File: src/rtl/uart_cmd_wrapper_pkg.sv
// Shared constants for the Knight UART command wrapper: FSM state encodings,
// response codes and the default inter-byte timeout.
package uart_cmd_wrapper_pkg;

    localparam logic [0:0] RX_HIGH = 1'b0;
    localparam logic [0:0] RX_LOW  = 1'b1;

    localparam logic [0:0] TX_IDLE = 1'b0;
    localparam logic [0:0] TX_BUSY = 1'b1;

    localparam logic [7:0] POS_ACK = 8'hA5;

    localparam int unsigned CMD_TMO_W = 17;
    localparam logic [16:0] CMD_TMO   = 17'd100000;

    typedef struct packed {
        logic [7:0] hi;
        logic [7:0] lo;
    } cmd_t;

    function automatic logic [15:0] join_bytes(input logic [7:0] hi, input logic [7:0] lo);
        cmd_t c;
        c.hi = hi;
        c.lo = lo;
        return c;
    endfunction

endpackage

File: src/rtl/resp_tx_queue.sv
// Sequences single-byte responses onto the UART transmitter, holding at most
// one pending response while a byte is in flight.
module resp_tx_queue
    import uart_cmd_wrapper_pkg::*;
(
    input  logic       clk,
    input  logic       rst,
    input  logic       send_resp,
    input  logic [7:0] resp,
    input  logic       tx_done,
    output logic       trmt,
    output logic [7:0] tx_data,
    output logic       resp_sent
);

    logic [0:0] tx_state_q, tx_state_d;
    logic [7:0] tx_data_q, tx_data_d;
    logic [7:0] pend_data_q, pend_data_d;
    logic       pend_valid_q, pend_valid_d;
    logic       trmt_q, trmt_d;
    logic       resp_sent_q, resp_sent_d;

    always_comb begin
        tx_state_d   = tx_state_q;
        tx_data_d    = tx_data_q;
        pend_data_d  = pend_data_q;
        pend_valid_d = pend_valid_q;
        trmt_d       = 1'b0;
        resp_sent_d  = 1'b0;

        case (tx_state_q)
            TX_IDLE: begin
                if (send_resp) begin
                    tx_data_d  = resp;
                    trmt_d     = 1'b1;
                    tx_state_d = TX_BUSY;
                end
            end
            TX_BUSY: begin
                if (tx_done) begin
                    resp_sent_d = 1'b1;
                    if (pend_valid_q) begin
                        tx_data_d    = pend_data_q;
                        trmt_d       = 1'b1;
                        pend_valid_d = 1'b0;
                        // A request landing on the hand-off edge refills the slot just emptied.
                        if (send_resp) begin
                            pend_valid_d = 1'b1;
                            pend_data_d  = resp;
                        end
                    end else if (send_resp) begin
                        tx_data_d = resp;
                        trmt_d    = 1'b1;
                    end else begin
                        tx_state_d = TX_IDLE;
                    end
                end else if (send_resp) begin
                    pend_valid_d = 1'b1;
                    pend_data_d  = resp;
                end
            end
            default: tx_state_d = TX_IDLE;
        endcase
    end

    // NOTE: the pending byte is reset along with its valid bit so no X can ever reach tx_data.
    always_ff @(posedge clk or posedge rst) begin
        if (rst) begin
            tx_state_q   <= TX_IDLE;
            tx_data_q    <= '0;
            pend_data_q  <= '0;
            pend_valid_q <= 1'b0;
            trmt_q       <= 1'b0;
            resp_sent_q  <= 1'b0;
        end else begin
            tx_state_q   <= tx_state_d;
            tx_data_q    <= tx_data_d;
            pend_data_q  <= pend_data_d;
            pend_valid_q <= pend_valid_d;
            trmt_q       <= trmt_d;
            resp_sent_q  <= resp_sent_d;
        end
    end

    assign trmt      = trmt_q;
    assign tx_data   = tx_data_q;
    assign resp_sent = resp_sent_q;

endmodule

File: src/rtl/uart_cmd_wrapper.sv
// Assembles two UART bytes (high first) into a 16-bit command and forwards
// single-byte responses to the transmitter through resp_tx_queue.
module uart_cmd_wrapper
    import uart_cmd_wrapper_pkg::*;
#(
    parameter int unsigned      TMO_W    = CMD_TMO_W,
    parameter logic [TMO_W-1:0] BYTE_TMO = TMO_W'(CMD_TMO)
) (
    input  logic        clk,
    input  logic        rst,
    input  logic        rx_rdy,
    input  logic [7:0]  rx_data,
    output logic        clr_rx_rdy,
    output logic [15:0] cmd,
    output logic        cmd_rdy,
    input  logic        clr_cmd_rdy,
    input  logic        send_resp,
    input  logic [7:0]  resp,
    output logic        trmt,
    output logic [7:0]  tx_data,
    input  logic        tx_done,
    output logic        resp_sent,
    output logic        overrun
);

    logic [0:0]       rx_state_q, rx_state_d;
    logic [7:0]       high_q, high_d;
    logic [TMO_W-1:0] tmo_q, tmo_d;
    logic [15:0]      cmd_q, cmd_d;
    logic             cmd_rdy_q, cmd_rdy_d;
    logic             clr_rx_rdy_q, clr_rx_rdy_d;
    logic             overrun_q, overrun_d;
    logic             rx_take;

    // rx_rdy is still high in the cycle we acknowledge it, so that cycle is ignored.
    assign rx_take = rx_rdy && !clr_rx_rdy_q;

    always_comb begin
        // NOTE: every signal assigned here gets a default first, so no path can infer a latch.
        rx_state_d   = rx_state_q;
        high_d       = high_q;
        tmo_d        = tmo_q;
        cmd_d        = cmd_q;
        cmd_rdy_d    = cmd_rdy_q && !clr_cmd_rdy;
        clr_rx_rdy_d = 1'b0;
        overrun_d    = 1'b0;

        case (rx_state_q)
            RX_HIGH: begin
                // cmd_rdy is left alone here so an unconsumed command can still be flagged as overrun.
                if (rx_take) begin
                    high_d       = rx_data;
                    tmo_d        = BYTE_TMO;
                    clr_rx_rdy_d = 1'b1;
                    rx_state_d   = RX_LOW;
                end
            end
            RX_LOW: begin
                if (rx_take) begin
                    cmd_d        = join_bytes(high_q, rx_data);
                    cmd_rdy_d    = 1'b1;
                    overrun_d    = cmd_rdy_q && !clr_cmd_rdy;
                    clr_rx_rdy_d = 1'b1;
                    tmo_d        = '0;
                    rx_state_d   = RX_HIGH;
                end else if (tmo_q == '0) begin
                    high_d     = '0;
                    rx_state_d = RX_HIGH;
                end else begin
                    tmo_d = tmo_q - TMO_W'(1);
                end
            end
            default: rx_state_d = RX_HIGH;
        endcase
    end

    // NOTE: sequential state uses non-blocking assignments so every flop samples pre-edge values.
    always_ff @(posedge clk or posedge rst) begin
        if (rst) begin
            rx_state_q   <= RX_HIGH;
            high_q       <= '0;
            tmo_q        <= '0;
            cmd_q        <= '0;
            cmd_rdy_q    <= 1'b0;
            clr_rx_rdy_q <= 1'b0;
            overrun_q    <= 1'b0;
        end else begin
            rx_state_q   <= rx_state_d;
            high_q       <= high_d;
            tmo_q        <= tmo_d;
            cmd_q        <= cmd_d;
            cmd_rdy_q    <= cmd_rdy_d;
            clr_rx_rdy_q <= clr_rx_rdy_d;
            overrun_q    <= overrun_d;
        end
    end

    assign clr_rx_rdy = clr_rx_rdy_q;
    assign cmd        = cmd_q;
    assign cmd_rdy    = cmd_rdy_q;
    assign overrun    = overrun_q;

    resp_tx_queue u_resp_tx_queue (
        .clk       (clk),
        .rst       (rst),
        .send_resp (send_resp),
        .resp      (resp),
        .tx_done   (tx_done),
        .trmt      (trmt),
        .tx_data   (tx_data),
        .resp_sent (resp_sent)
    );

endmodule
File: config.mk
export PLATFORM = sky130hd
export DESIGN_NAME = uart_cmd_wrapper
export DESIGN_NICKNAME = d
export VERILOG_FILES = /design/src/rtl/uart_cmd_wrapper_pkg.sv /design/src/rtl/resp_tx_queue.sv /design/src/rtl/uart_cmd_wrapper.sv
export SDC_FILE = /design/constraint.sdc
export NUM_CORES = 1
export LEC_CHECK = 0
export CAP_MARGIN = 0
export CORE_ASPECT_RATIO = 0.75
export CORE_MARGIN = 1.5
export CORE_UTILIZATION = 45
export DETAILED_ROUTE_END_ITERATION = 16
export GPL_TIMING_DRIVEN = 1
export PLACE_DENSITY = 0.76
export SETUP_SLACK_MARGIN = 0.5
export SLEW_MARGIN = 30
export SYNTH_ARGS = -nofsm -noshare
export SYNTH_HDL_FRONTEND = slang
export SYNTH_SLANG_ARGS = --single-unit
File: constraint.sdc
create_clock -name clk -period 1.9 [get_ports clk]
set_input_delay 0.38 -clock clk [delete_from_list [all_inputs] [get_ports clk]]
set_output_delay 0.38 -clock clk [all_outputs]
set_load 0.01 [all_outputs]
### After elaboration in Yosys (flattened, before gate mapping)

Cells that the tools add are included.

* flip-flop bits (word level): 65
* word-level logic and storage cells: 67

* add/sub/neg operators: 1
* equality and inequality tests: 6
* multiplexer cells: 34
* bitwise logic cells: 2
* reduce and logical (&&, ||, !) cells: 11

Operators with widths (number)
* 2-to-1 mux 8 bit: 9
* 2-to-1 mux 17 bit: 3
* one-hot mux 17 bit (2 select lines): 1
* one-hot mux 8 bit (2 select lines): 2
* zero test 17 bit: 1
* subtractor 17 x 1 -> 17 bit, second input constant: 1
* 2-to-1 mux 1 bit: 16
* AND reduction 2 bit: 4
* inequality test 2 bit, second input constant: 3
* one-hot mux 1 bit (2 select lines): 3
* inequality test 2 x 1 -> 1 bit, second input constant: 2
* inequality test 3 bit, second input constant: 1
* AND reduction 3 bit: 1
* logical AND 1 bit: 2
* zero test 1 bit: 2
* NOT 1 bit: 2
* nonzero test 2 bit: 1

### Longest topological paths before layout

Gate-level depths: netlist (run 1).

* depth in word-level cells: 4
* mapped depth: 7
* gate-level depth less buffers: 6

### By module

Synthesis (run 1) repeated with hierarchy kept, for this count alone.

* cells, all modules: 248
* area total of the unflattened synthesis: 2952.8 µm²

Modules (own cells, without submodules)
* uart_cmd_wrapper: times used 1, cells each 189, area an instance 2099.5 µm², seq. area each 1126.1 µm²
* resp_tx_queue: times used 1, cells each 59, area an instance 853.3 µm², seq. area each 500.5 µm²

### Worst setup path after synthesis (run 1)

Ideal clock, no wire load.

* path type: register -> register
* start: register tmo_q[0]
* end: register high_q[0]
* data arrival time: 1.722 ns
* required time: 1.779 ns
* setup slack: 0.057 ns
* stages on the path, launching flop included: 7
* buffers on the path: 0
* cells stage by stage: dfrtp_1 inv_1 ha_1 nor3b_4 nand3_2 o32a_1 a22o_1

* longest elaborated chain between the ends: 3

Ends and longest elaborated chain
* start, declared: RTL line uart_cmd_wrapper.sv:28 `logic [TMO_W-1:0] tmo_q, tmo_d;`
* start signal, assigned: RTL line uart_cmd_wrapper.sv:90 `tmo_q <= tmo_d;`
* zero test 17 bit: RTL line uart_cmd_wrapper.sv:66 `end else if (tmo_q == '0) begin`
* inequality test 2 x 1 -> 1 bit (no source line)
* AND reduction 3 bit (no source line)
* end signal, assigned: RTL line uart_cmd_wrapper.sv:89 `high_q <= high_d;`
* end, declared: RTL line uart_cmd_wrapper.sv:27 `logic [7:0] high_q, high_d;`

Every way passes these cells.
A chain may end at the register's enable or synchronous reset.

### Worst setup path after layout (run 1)

* start: register tmo_q[1]
* end: register tmo_q[9]

* longest elaborated chain between the ends: 4

Ends and longest elaborated chain
* subtractor 17 x 1 -> 17 bit: RTL line uart_cmd_wrapper.sv:70 `tmo_d = tmo_q - TMO_W'(1);`
* 2-to-1 mux 17 bit: RTL line uart_cmd_wrapper.sv:66
* 2-to-1 mux 17 bit: RTL line uart_cmd_wrapper.sv:59 `if (rx_take) begin`
* one-hot mux 17 bit (2 select lines): RTL line uart_cmd_wrapper.sv:48 `case (rx_state_q)`

Several ways; a longest one is shown, not always the timed one. The select of a mux whose other input is x is not followed.

==> results.md, run 1 <==
- Outcome: finished clean
- Core Area: 0.00626 mm²
- Pint: 3440 µW
- Via Count: 2353
- Sequential Power Share: 41.3%
- Starting Density: between 40% and 50%
- Min Tclk post-route: roughly 1.8 ns
- Pins over their slew limit: 0
- Buffers on Ports: 50
- Final Hold Vio Count: 0
- Synth cell types: between 40 and 50
- CTS tree: built
- Layout cells sized above 1: 30.6%
- GRT Residual Overflow: 0
- Maxcap violations: 0
- Remaining antenna violation count: 0
- Clk_skew: 0.00877 ns
- Hold Crit Class: in -> async
- Pleak: 0.00177 µW
- CTS Sinks: 65
- Inst Count DP: 397
- Logic pwr share: 36.0%
- Switch Pwr: roughly 1800 µW
- Crit. End Element: flip-flop
- Area grow syn2layout: 40.2%
- First-iteration detailed-routing DRC count: 150
- Relative slew slack: between 60% and 70%
- DR pass1 iterations: 4
- Syn nets: 276
- Post-route non-filler standard cell count: approximately 420
- GPL Wtd Cong: 0.849
- Avg Vias per Cell: 5.55
- Seq/Total Area, Yosys: 56.2%
- Synth Flop Type: dfrtp_1
- Antenna cells: 0
- Width of the die: around 96 µm
- Worst Setup Path Type: reg -> reg
- Fin util: 64.9%
- CTS Buf Count: 9
- Hold Buf Count CTS: 0
- Post-DP HPWL: 4.36 mm
- Die area: 0.00693 mm²
- Total power: 5190 µW
- Worst-path clk slew: 0.07 ns
- Synth Warn #: 0
- Fmax: between 500 and 600 MHz
- Worst VDD drop: 0.552 mV
- Post-synth EDFFs: 0
- Worst-Margin Slew: roughly 0.51 ns
- Worst EP arrival: 2.00 ns
- Vias in the first global route: 2304
- Sw frac: 33.8%
- RSZ-0062 raised after global routing: true
- Clock Tree Buf Depth: 2
- Crit Path Max Fanout: 4
- Antenna violations before repair: 0
- Register bit count reported by yosys: 65
- Height of the die: 72.5 µm
- Average cell area after synthesis: roughly 11 µm²
- Clock power share: 22.8%
- Pin count of the biggest net entering global routing: 43
- Net total in the final layout: 361
- Top Ports: 51
- Final wirelength: 6.71 mm
- Async set or reset register ratio after synthesis: 100%
- Cells after Synth: 253
- CP Data Required Time: around 2.1 ns
- Clock latency on the worst-skew pair: roughly 0.34 ns
- First-pass GRT wire length: 10.9 mm
- Drt drc: 0
- Final setup viols: 0
- Global Route Usage Sum: 20.7%
- Pwr Density: 1280 mW/mm²
- Wire length per cell: 15.8 µm
- Clk root buf: clkbuf_8
- Rows: 25
- H-tree depth: 3
- Synthesized area: just under 0.003 mm²
- Fin crit share: 93.7%
- Nature of the critical path startpoint: flip-flop
[power groups by stage]
stage          Combinational, µW  Clock, µW  Sequential (µW)
2_1_floorplan                863          0             2180
3_3_place_gp                1710          0             2120
3_5_place_dp                1760          0             2140
4_1_cts                     1810       1210             2110
5_1_grt                     2050       1280             2190
6_report                    1870       1180             2140
[cell type report]
class | count | area (µm²)
Clock buffer | 10 | 138
Timing Repair Buffer | 81 | 761
Sequential cell | 65 | 1630
Inverter | 7 | 32.5
Tap cell | 81 | 101
Clock inverter | 6 | 67.6
Multi-Input combinational cell | 174 | 1330
Fill cell | 505 | 2200
[worst max-delay path, stage by stage (launching register included)]
cell	delay, ns
dfrtp_2	0.44
or4_4	0.53
or4_1	0.48
a31oi_1	0.14
o21ai_1	0.08
[per-layer routing]
| layer | vias up | share of wire (%) | routed length (µm) | global-route usage (%) |
|---|---|---|---|---|
| li1 | 1102 | - | - | - |
| met1 | 1153 | 46 | 3100 | 28.3 |
| met2 | 82 | 47 | 3130 | 31.3 |
| met3 | 16 | 5.9 | 396 | 6.50 |
| met4 | 0 | 1.3 | 85 | 7.19 |
| met5 | - | 0 | 0 | 0 |
[synthesized netlist by cell type, types with 2 or more instances]
cell type   n  area [µm²]
a21oi_1    14        70.1
a31oi_1     6        37.5
a41o_1      2        20.0
clkbuf_1    5        18.8
nor2_1     24        90.1
o211ai_1    5        37.5
dfrtp_1    65        1630
buf_2       2        10.0
nand3_1    10        50.1
o21ai_0    11        55.1
mux2i_1    11         110
nor3_1      4        20.0
a22o_1      8        70.1
nand2b_1    7        43.8
nand2_1    14        52.6
or4_1       5        37.5
nor4_1      4        25.0
o31ai_1     3        22.5
and3_1      3        18.8
inv_1       6        22.5
mux2_2     24         270
[placed cells by master, fill, tap and decap left out, types with 4 or more instances in the layout]
master,count
dfrtp_1,62
clkdlybuf4s15_1,26
buf_4,26
mux2_2,24
nor2_1,22
clkdlybuf4s50_1,20
a21oi_1,12
nand2_1,12
mux2i_1,11
clkbuf_8,10
o21ai_0,9
nand3_1,8
a22o_1,8
nand2b_1,7
o211ai_1,5
a31oi_1,5
nor4_1,4
nor3_1,4
[cells by family after synthesis]
group                    count (synthesis)  share of synthesized area [%]
flip-flops                              65                           56.2
AO/OA/AOI/OAI                           54                           12.4
buffers and inverters                   15                           2.03
multiplexers                            35                           13.1
AND/OR/NAND/NOR                         83                           15.9
adder cells (fa/ha/maj)                  1                          0.432
[through the flow]
stage	setup slack [ns]	setup TNS (ns)	instance area, µm²	hold slack (ns)
finish	0.120	0	4060	0.346
global route	0.0250	0	4060	0.362
CTS	0.153	0	4000	0.344
detailed placement	-0.174	-1.59	3670	0.477
global placement	-0.0792	-0.674	3670	0.479
floorplan	0.0789	0	2920	0.462
[flip-flops by register name, summed over array words and instances (netlist names)]
signal,cells
overrun,1
u_resp_tx_queue.resp_sent,1
u_resp_tx_queue.tx_data,8
u_resp_tx_queue.trmt,1
u_resp_tx_queue.pend_valid_q,1
u_resp_tx_queue.tx_state_q,1
cmd_rdy,1
tmo_q,17
high_q,8
clr_rx_rdy,1
rx_state_q,1
cmd,16
u_resp_tx_queue.pend_data_q,8
[final timing paths]
kind,startpoint,to,slack (ns),cells after the start
worst max-delay path,tmo_q[1]$_DFFE_PP0P_,tmo_q[9]$_DFFE_PP0P_,0.12,4
worst min register to register,high_q[1]$_DFFE_PP0P_,high_q[1]$_DFFE_PP0P_,0.50,1
worst min-delay path,rst,u_resp_tx_queue.pend_data_q[6]$_DFFE_PP0P_,0.35,2
max in group asynchronous,rst,tmo_q[8]$_DFFE_PP0P_,1.05,3
min in group clk,tx_done,u_resp_tx_queue.resp_sent$_DFF_PP0_,0.50,2
worst max register to register,tmo_q[1]$_DFFE_PP0P_,tmo_q[9]$_DFFE_PP0P_,0.12,4
[repair_timing]
action | in CTS | in global routing
resized for setup | 63 | 25
gates cloned | 0 | 1
pin swaps | 14 | 2
setup endpoints to repair | 79 | 60
setup buffers | 9 | 1
Power figures use the tool's default switching activity.
==> run 2: changes to the inputs <==
SETUP_SLACK_MARGIN = 0.05   (was 0.5)
==> run 2 against run 1 <==
Compared with the run above: combinational power rose by 3%; final cell count fell by 0.47%; maximum frequency shrank 4.3%; setup slack worse by 0.080 ns; total power rose by 0.95%; routed wire length shrank 0.91%; first-iteration DRC count up 31%; sequential share of layout area is 0.45 points higher; critical path type unchanged; critical endpoint is now tmo_q[14]$_DFFE_PP0P_; largest power group unchanged.
==> results.md, run 2 (same netlist as run 1, synthesis figures left out) <==
- Worst-path clk slew: 0.08 ns (about the same)
- Antenna cells: 0 (unchanged)
- Global Route Usage Sum: 20.5% (-0.20 points)
- Buffers on Ports: 50 (unchanged)
- Final setup viols: 0 (unchanged)
- Total power: 5240 µW (+0.95%)
- Clock power share: 22.6% (-0.2 points)
- Core Area: 0.00626 mm² (unchanged)
- Height of the die: 72.5 µm (unchanged)
- Fmax: 538 MHz (-4.3%)
- First-pass GRT wire length: 10.8 mm (-1.3%)
- CTS tree: built
- Slowest cell delay on critical path: 0.42 ns (-0.11 ns)
- Switch Pwr: 1750 µW (-0.25%)
- Starting Density: 46.3% (unchanged)
- Remaining antenna violation count: 0 (unchanged)
- Pin count of the biggest net entering global routing: 20 (-53%)
- Final wirelength: 6.65 mm (-0.91%)
- Drt drc: 0 (unchanged)
- Pins over their slew limit: 0 (unchanged)
- Crit. End Element: flip-flop
- Min Tclk post-route: 1.86 ns (+0.0802 ns)
- Post-Place Worst Slack: -0.0333 ns (+0.141 ns)
- Commonest cells after routing, fill and taps aside: dfrtp_1 (65), clkdlybuf4s50_1 (50), buf_4 (27), nor2_1 (24), mux2_2 (24)
- Avg Vias per Cell: 5.51 (-0.76%)
- Antenna violations before repair: 0 (unchanged)
- Crit Path Max Fanout: 4 (unchanged)
- Slowest CP cell: dfrtp_1
- Fin crit share: 97.9% (+4.2 points)
- Pwr Density: 1310 mW/mm² (+2.3%)
- CTS Sinks: 65 (unchanged)
- Pleak: 0.00174 µW (-1.9%)
- CP top delay family: simple AND/OR/NAND/NOR gates
- Hold Crit Class: in -> async
- Final TNS setup: 0 ns (unchanged)
- GPL Wtd Cong: 0.878 (+3.4%)
- Commonest non-fill, non-tap cell in the layout: dfrtp_1
- Max reg flops: 17 (unchanged)
- Nature of the critical path startpoint: flip-flop
- Clk root buf: clkbuf_8
- DR pass1 iterations: 4 (unchanged)
- Worst r2r src: tmo_q[0]$_DFFE_PP0P_
- RSZ-0062 raised after global routing: true
- Clk_skew: 0.0135 ns (+0.00472 ns)
- Via Count: 2324 (-1.2%)
- Area grow syn2layout: 38.3%
- Hold WS: 0.376 ns (+0.0298 ns)
- Rows: 25 (unchanged)
- Worst Setup Path Type: reg -> reg
- Vias in the first global route: 2241 (-2.7%)
- Layout cells sized above 1: 27.6% (-3.0 points)
- Width of the die: 95.6 µm (unchanged)
- Worst VDD drop: 0.559 mV (+1.3%)
- H-tree depth: 3 (unchanged)
- First-iteration detailed-routing DRC count: 196 (+31%)
- Top Ports: 51 (unchanged)
- Clock latency on the worst-skew pair: 0.35 ns (about the same)
- CTS Buf Count: 9 (unchanged)
- Logic pwr share: 36.6% (+0.6 points)
- Fin util: 64.0% (-0.86 points)
- Wire length per cell: 15.8 µm (-0.44%)
- Post-DP HPWL: 4.60 mm (+5.6%)
- Die area: 0.00693 mm² (unchanged)
- Net total in the final layout: 359 (-0.55%)
- Sequential Power Share: 40.8% (-0.5 points)
- Maxcap violations: 0 (unchanged)
- Sw frac: 33.4% (-0.40 points)
- Cell Chain, Critical Path: inv_2, ha_4, nor3b_4, nand3_2, buf_6, nor4_4, mux2i_1
- Worst EP arrival: 2.13 ns (+0.13 ns)
- Largest register by flop count: tmo_q
- Clock Tree Buf Depth: 2 (unchanged)
- Relative slew slack: 48.6% (-17 points)
- CP Data Required Time: 2.17 ns (+0.05 ns)
- Final Hold Vio Count: 0 (unchanged)
- Filler cell count: 491 (-2.8%)
- Crit path from: tmo_q[0]$_DFFE_PP0P_
- Pint: 3490 µW (+1.6%)
- Outcome: finished clean
- GRT Residual Overflow: 0 (unchanged)
- Worst-Margin Slew: 0.769 ns (+0.254 ns)
- CP Buf/Inv Count: 2 (+2)
- Setup WS post-layout: 0.0398 ns (-0.0802 ns)
## run 2: cell types whose count changed in the layout (fill, tap and decap cells not counted), moves of 3 or more
| cell | previous run | this run |
|---|---|---|
| clkdlybuf4s50_1 | 20 | 50 |
| dfrtp_1 | 62 | 65 |
| dfrtp_2 | 3 | 0 |
| clkdlybuf4s15_1 | 26 | 0 |
| dlygate4sd2_1 | 3 | 0 |
## run 2: final timing paths
kind / cells past startpoint / endpoint / slack (ns)
worst min register to register: 1 / high_q[6]$_DFFE_PP0P_ / 0.50
worst min-delay path: 2 / high_q[2]$_DFFE_PP0P_ / 0.38
worst max register to register: 7 / tmo_q[14]$_DFFE_PP0P_ / 0.04
min in group clk: 1 / high_q[6]$_DFFE_PP0P_ / 0.50
max in group asynchronous: 3 / cmd[9]$_DFFE_PP0P_ / 0.98
worst max-delay path: 7 / tmo_q[14]$_DFFE_PP0P_ / 0.04
## run 2: per-layer routing
layer | up-vias | routed length, µm | track usage, %
met4 | 0 | 29 | 6.70
met3 | 6 | 444 | 6.81
met2 | 83 | 3090 | 29.8
met5 | - | 0 | 0
met1 | 1136 | 3090 | 29.0
li1 | 1099 | - | -
## run 2: power groups by stage
| stage | sequential, µW | combinational (µW) | clock (µW) |
|---|---|---|---|
| after floorplan | 2180 | 854 | 0 |
| after global placement | 2140 | 1680 | 0 |
| after detailed placement | 2150 | 1720 | 0 |
| after CTS | 2130 | 1820 | 1220 |
| after global routing | 2190 | 2080 | 1280 |
| final | 2140 | 1920 | 1190 |
## run 2: through the flow
| stage | instance area (µm²) | instances |
|---|---|---|
| finish | 4010 | 422 |
| global route | 4010 | 422 |
| CTS | 3920 | 421 |
| detailed placement | 3660 | 400 |
| global placement | 3660 | 400 |
| floorplan | 2900 | 253 |
## run 2: layout make-up
cell class                 count  area, µm²  share of cell area (%)
sequential                    65       1630                    40.6
multi-input combinational    173       1300                    32.5
timing repair buffer          80        746                    18.6
clock buffer                   9        124                    3.09
tap                           81        101                    2.53
clock inverter                 7       77.6                    1.94
inverter                       7       30.0                   0.750
## run 2: repair_timing
action / in CTS / in global routing
gates resized for setup: 3 / 21
buffers inserted: 5 / 2
hold buffers: 0 / 0
pin swaps: 1 / 10
cloned: 0 / 0
setup endpoints to repair: 12 / 19
